File: config.mk
export PLATFORM = sky130hd
export DESIGN_NAME = fetch_prefetch_unit
export DESIGN_NICKNAME = d
export VERILOG_FILES = /design/src/rtl/fetch_prefetch_unit.sv
export SDC_FILE = /design/constraint.sdc
export NUM_CORES = 1
export LEC_CHECK = 0
export BUFFER_PORTS_ARGS = -buffer_cell sky130_fd_sc_hd__buf_2
export CAP_MARGIN = 15
export CORE_UTILIZATION = 50
export CTS_BUF_LIST = sky130_fd_sc_hd__clkbuf_2
export DETAILED_ROUTE_END_ITERATION = 16
export PLACE_DENSITY = 0.71
export SLEW_MARGIN = 20
export SYNTH_ARGS = -nofsm -noshare
export SYNTH_HDL_FRONTEND = slang
export SYNTH_SLANG_ARGS = --single-unit
File: constraint.sdc
create_clock -name clk -period 4.5 [get_ports clk]
set_input_delay 0.45 -clock clk [delete_from_list [all_inputs] [get_ports clk]]
set_output_delay 0.45 -clock clk [all_outputs]
set_load 0.02 [all_outputs]
File: src/rtl/fetch_prefetch_unit.sv
// Instruction-fetch front end: issues single-outstanding word fetches over a
// req/ack interface, buffers {pc, instr} pairs in a small FIFO and presents the
// head to the IF/ID register. A redirect from execute flushes the buffer and,
// if a request is still in flight, drains its response before refetching.
module fetch_prefetch_unit #(
  parameter int unsigned DEPTH     = 4,
  parameter logic [31:0] RESET_PC  = 32'h0000_0000,
  parameter logic [31:0] NOP_INSTR = 32'h0000_0013
) (
  input  logic        clk,
  input  logic        rst,
  input  logic        stall_f,
  input  logic        redirect,
  input  logic [31:0] redirect_pc,
  output logic        imem_req,
  output logic [31:0] imem_addr,
  input  logic        imem_ack,
  input  logic [31:0] imem_rdata,
  output logic [31:0] instr_f,
  output logic [31:0] pc_f,
  output logic [31:0] pc_plus4_f,
  output logic        instr_valid_f
);

  localparam int unsigned AW = $clog2(DEPTH);
  localparam int unsigned CW = AW + 1;

  typedef enum logic [1:0] {
    IDLE,
    WAIT,
    DRAIN
  } state_t;

  state_t          state;
  state_t          stateNext;

  logic [31:0]     fetchPc;
  logic [31:0]     drainAddr;
  logic [31:0]     pcMem    [DEPTH];
  logic [31:0]     instrMem [DEPTH];
  logic [AW-1:0]   rdPtr;
  logic [AW-1:0]   wrPtr;
  logic [CW-1:0]   count;
  logic [CW-1:0]   countNext;

  logic            push;
  logic            pop;
  logic            hasSpace;

  // Handshake qualifiers and post-update occupancy used by the FSM.
  always_comb begin
    pop       = instr_valid_f & ~stall_f;
    push      = (state == WAIT) & imem_ack & ~redirect;
    countNext = count + CW'(push) - CW'(pop);
    hasSpace  = (countNext < CW'(DEPTH));
  end

  // FSM state register.
  always_ff @(posedge clk or negedge rst) begin
    if (!rst) begin
      state <= IDLE;
    end else begin
      state <= stateNext;
    end
  end

  // FSM next-state logic; a redirect decides whether a response is still owed.
  always_comb begin
    stateNext = state;
    case (state)
      IDLE: begin
        if (!redirect && hasSpace) begin
          stateNext = WAIT;
        end
      end
      WAIT: begin
        if (redirect) begin
          stateNext = imem_ack ? IDLE : DRAIN;
        end else if (imem_ack) begin
          stateNext = hasSpace ? WAIT : IDLE;
        end
      end
      DRAIN: begin
        if (imem_ack) begin
          stateNext = IDLE;
        end
      end
      default: begin
        stateNext = IDLE;
      end
    endcase
  end

  // FSM outputs; while draining, the abandoned address is held on the bus.
  always_comb begin
    imem_req  = (state == WAIT) || (state == DRAIN);
    imem_addr = (state == DRAIN) ? drainAddr : fetchPc;
  end

  // Fetch address, FIFO pointers and occupancy; redirect overrides push and pop.
  always_ff @(posedge clk or negedge rst) begin
    if (!rst) begin
      fetchPc   <= RESET_PC;
      drainAddr <= RESET_PC;
      rdPtr     <= '0;
      wrPtr     <= '0;
      count     <= '0;
    end else if (redirect) begin
      fetchPc <= redirect_pc;
      count   <= '0;
      rdPtr   <= wrPtr;
      if ((state == WAIT) && !imem_ack) begin
        drainAddr <= fetchPc;
      end
    end else begin
      if (push) begin
        wrPtr   <= wrPtr + AW'(1);
        fetchPc <= fetchPc + 32'd4;
      end
      if (pop) begin
        rdPtr <= rdPtr + AW'(1);
      end
      count <= countNext;
    end
  end

  // FIFO storage; contents are only observed through count, so no reset.
  always_ff @(posedge clk) begin
    if (push) begin
      pcMem[wrPtr]    <= fetchPc;
      instrMem[wrPtr] <= imem_rdata;
    end
  end

  // Fetch-stage outputs straight from the FIFO head (no ack bypass).
  always_comb begin
    instr_valid_f = (count != '0);
    instr_f       = instr_valid_f ? instrMem[rdPtr] : NOP_INSTR;
    pc_f          = instr_valid_f ? pcMem[rdPtr] : fetchPc;
    pc_plus4_f    = pc_f + 32'd4;
  end

endmodule

==> results_dict.tcl <==
set metrics [dict create \
    fin_crit_ps 4300 \
    yosysUniqueCellTypes 46 \
    cts_tree "built" \
    die_x_um 172 \
    finalSetupTns_ps 0 \
    clk_latency_ps 840 \
    leakage_nw 6.85 \
    maxCapViolCount 0 \
    timing.rr.start "state[1]" \
    grt.total_usage_pct 21.7 \
    grt_first_pass_wirelength_mm 48.1 \
    fin_crit_sh_pct 95.6 \
    vias_per_cell 5.31 \
    setup_violations 0 \
    die_area_um2 29600 \
    yosysTopAreaCell "edfxtp_1" \
    grt_pass1_vias 8974 \
    area_growth_syn_to_layout_pct 19.4 \
    gp_congestion 0.857 \
    critical_path_arrival_ps 3850 \
    start_kind "register" \
    power_mw 10.5 \
    ys_warn_count 0 \
    clk_path_buf_depth 3 \
    maxSlewHeadroom_pct 34.2 \
    dp_hpwl_mm 19.9 \
    io_pins 199 \
    path_max_fanout 5 \
    netlist_area_um2 14500 \
    pwr-share-comb_pct 45.2 \
    path_class "reg -> out" \
    initial_core_util_pct 51.4 \
    antenna_found_initial 1 \
    vdd_drop_max_uv 483 \
    grt-ovfl-total 0 \
    synth_edf_count 256 \
    cellPowerDensity_nw_per_um2 610 \
    htree_levels 3 \
    firstDrtPassIters 7 \
    startpoint "rdPtr[0]" \
    clkPwrFrac_pct 17.9 \
    num_rows 61 \
    clk_root_buffer_cell "clkbuf_2" \
    cts.sinks 329 \
    skew_ps 80.3 \
    vias 8950 \
    grt_setup_unrepaired "false" \
    avgSynthCellArea_um2 15.5 \
    status "finished clean" \
    core_area_um2 28200 \
    synth_top_area_share_pct 53.1 \
    hold_path.class "in -> async" \
    hold_viol_final 0 \
    die_h_um 172 \
    grt_max_degree 72 \
    tightest_slew_ps 987 \
    drive_above_1_share_pct 36.4 \
    clkTransAtPathRegs_ps 110 \
    crit_path_end_kind "primary output" \
    portBuffers 198 \
    ant_nets 0 \
    routedWlPerCell_um 18.5 \
    ys_seq_elements 329 \
    synth-async-reset-ratio_pct 22.2 \
    crit_required_ps 4050 \
    synth_nets 1017 \
    p_sw_mw 4.28 \
    synthCells 936 \
    fill_cells 2190 \
    route.detailed.drc 0 \
    yosysSeqAreaShare_pct 65.7 \
    final_nets 1330 \
    finalMaxSlewViolations 0 \
    netSwitchingFraction_pct 40.6 \
    drt_iter0_drc 645 \
    pwr-share-seq_pct 36.9 \
    wirelength_mm 31.3 \
    intPower_mw 6.27 \
    fmax_mhz 232 \
    ys.flop_type "edfxtp_1" \
    cts_buffers 82 \
    synth_area_leaders "edfxtp_1, dfrtp_1, mux4_2" \
]
[what timing repair did]
item,4_1_cts,5_1_grt
gates resized for setup,1,5
hold buffers,68,0
setup buffers,2,0
gates cloned,0,0
hold endpoints to repair,210,0
endpoints found under the setup margin,9,10
[critical path, stage by stage (launching register included)]
cell,delay [ps]
dfrtp_4,530
mux4_2,360
nand2_1,50
and2_1,180
inv_1,80
ha_2,220
nand4_1,110
a22o_2,310
or4b_4,540
nor4_2,290
xor2_1,160
buf_2,180
[power by group through the flow]
stage	Clock [mW]	Combinational, mW	Sequential [mW]
2_1_floorplan	0	3.40	3.86
3_3_place_gp	0	4.65	3.96
3_5_place_dp	0	4.68	3.99
4_1_cts	1.96	4.80	3.89
5_1_grt	2.12	5.16	3.93
6_report	1.89	4.76	3.89
[worst paths after layout]
check	slack, ps	end	depth (start not counted)
setup / recovery	200	pc_plus4_f[30]	11
hold / removal	170	state[0]	2
setup reg to reg	1090	state[1]	15
hold reg to reg	510	drainAddr[23]	1
max in group asynchronous	3430	fetchPc[19]	3
min in group clk	340	fetchPc[2]	4
[layout by cell type, fill, tap and decap left out, types with 10 or more instances in the layout]
master	instances
dlygate4sd3_1	68
and3_1	13
and2_1	33
buf_4	15
mux4_1	17
inv_1	17
nand4_1	15
buf_2	197
nand3_1	25
o21ai_0	37
mux2_2	64
edfxtp_1	256
ha_1	10
mux4_2	47
xor2_1	33
nor2_1	19
xnor2_1	28
clkinv_1	18
dfrtp_1	71
clkbuf_2	118
nand2_1	134
[synth_stat cells (2+ instances only)]
cell type	n
nand3_1	25
mux2i_1	9
ha_1	11
mux4_2	47
nor2_1	19
nor3_1	9
mux4_1	17
and2_1	37
buf_1	5
nor4_1	3
a22o_1	2
buf_6	2
xnor2_1	28
mux2_2	64
or2_2	5
a31oi_1	2
inv_1	18
buf_4	5
clkbuf_1	34
o21ai_0	37
and3_1	13
a21oi_1	3
nand2_1	134
and4_1	2
a22oi_1	3
edfxtp_1	256
buf_2	9
xor2_1	33
nand4_1	15
dfrtp_1	73
[stage by stage]
stage / utilization, % / std cells / cell area (µm²) / hold slack, ps / setup WS [ps]
2_1_floorplan: - / 936 / 14500 / 154 / 73.1
3_3_place_gp: 56.3 / 1473 / 15800 / 466 / 928
3_5_place_dp: 56.3 / 1473 / 15800 / 490 / 907
4_1_cts: 61.3 / 1686 / 17300 / 115 / 18.0
5_1_grt: 61.4 / 1687 / 17300 / 119 / 12.8
6_report: 61.4 / 1687 / 17300 / 168 / 196
[metal layers]
layer	track usage (%)	part of all wire, %
met5	0	0
met4	8.50	2.7
met3	5.65	6.9
met2	33.3	46
met1	29.6	44
[layout make-up]
class | instances | area, µm² | share of cell area, %
Multi-Input combinational cell | 533 | 4650 | 26.9
Clock buffer | 118 | 591 | 3.41
Tap cell | 378 | 473 | 2.73
Inverter | 18 | 67.6 | 0.391
Sequential cell | 329 | 9520 | 55.0
Timing Repair Buffer | 285 | 1860 | 10.8
Clock inverter | 25 | 126 | 0.731
Antenna cell | 1 | 2.50 | 0.0145
[state kept, by name, summed over array words and instances (netlist names)]
register	cells
instrMem	128
count	3
drainAddr	32
wrPtr	2
fetchPc	32
rdPtr	2
state	2
pcMem	128
[kinds of logic (layout without fill, tap and decap cells)]
group / after synthesis / count (layout) / share of synthesized area (%)
adder cells (fa/ha/maj): 12 / 12 / 1.09
XOR/XNOR: 61 / 61 / 3.69
buffers and inverters: 74 / 446 / 2.34
other: 0 / 1 / 0
AND/OR/NAND/NOR: 271 / 271 / 9.08
AO/OA/AOI/OAI: 52 / 52 / 2.10
multiplexers: 137 / 137 / 16.0
flip-flops: 329 / 329 / 65.7
No activity file was read; power rests on OpenSTA's default activity.
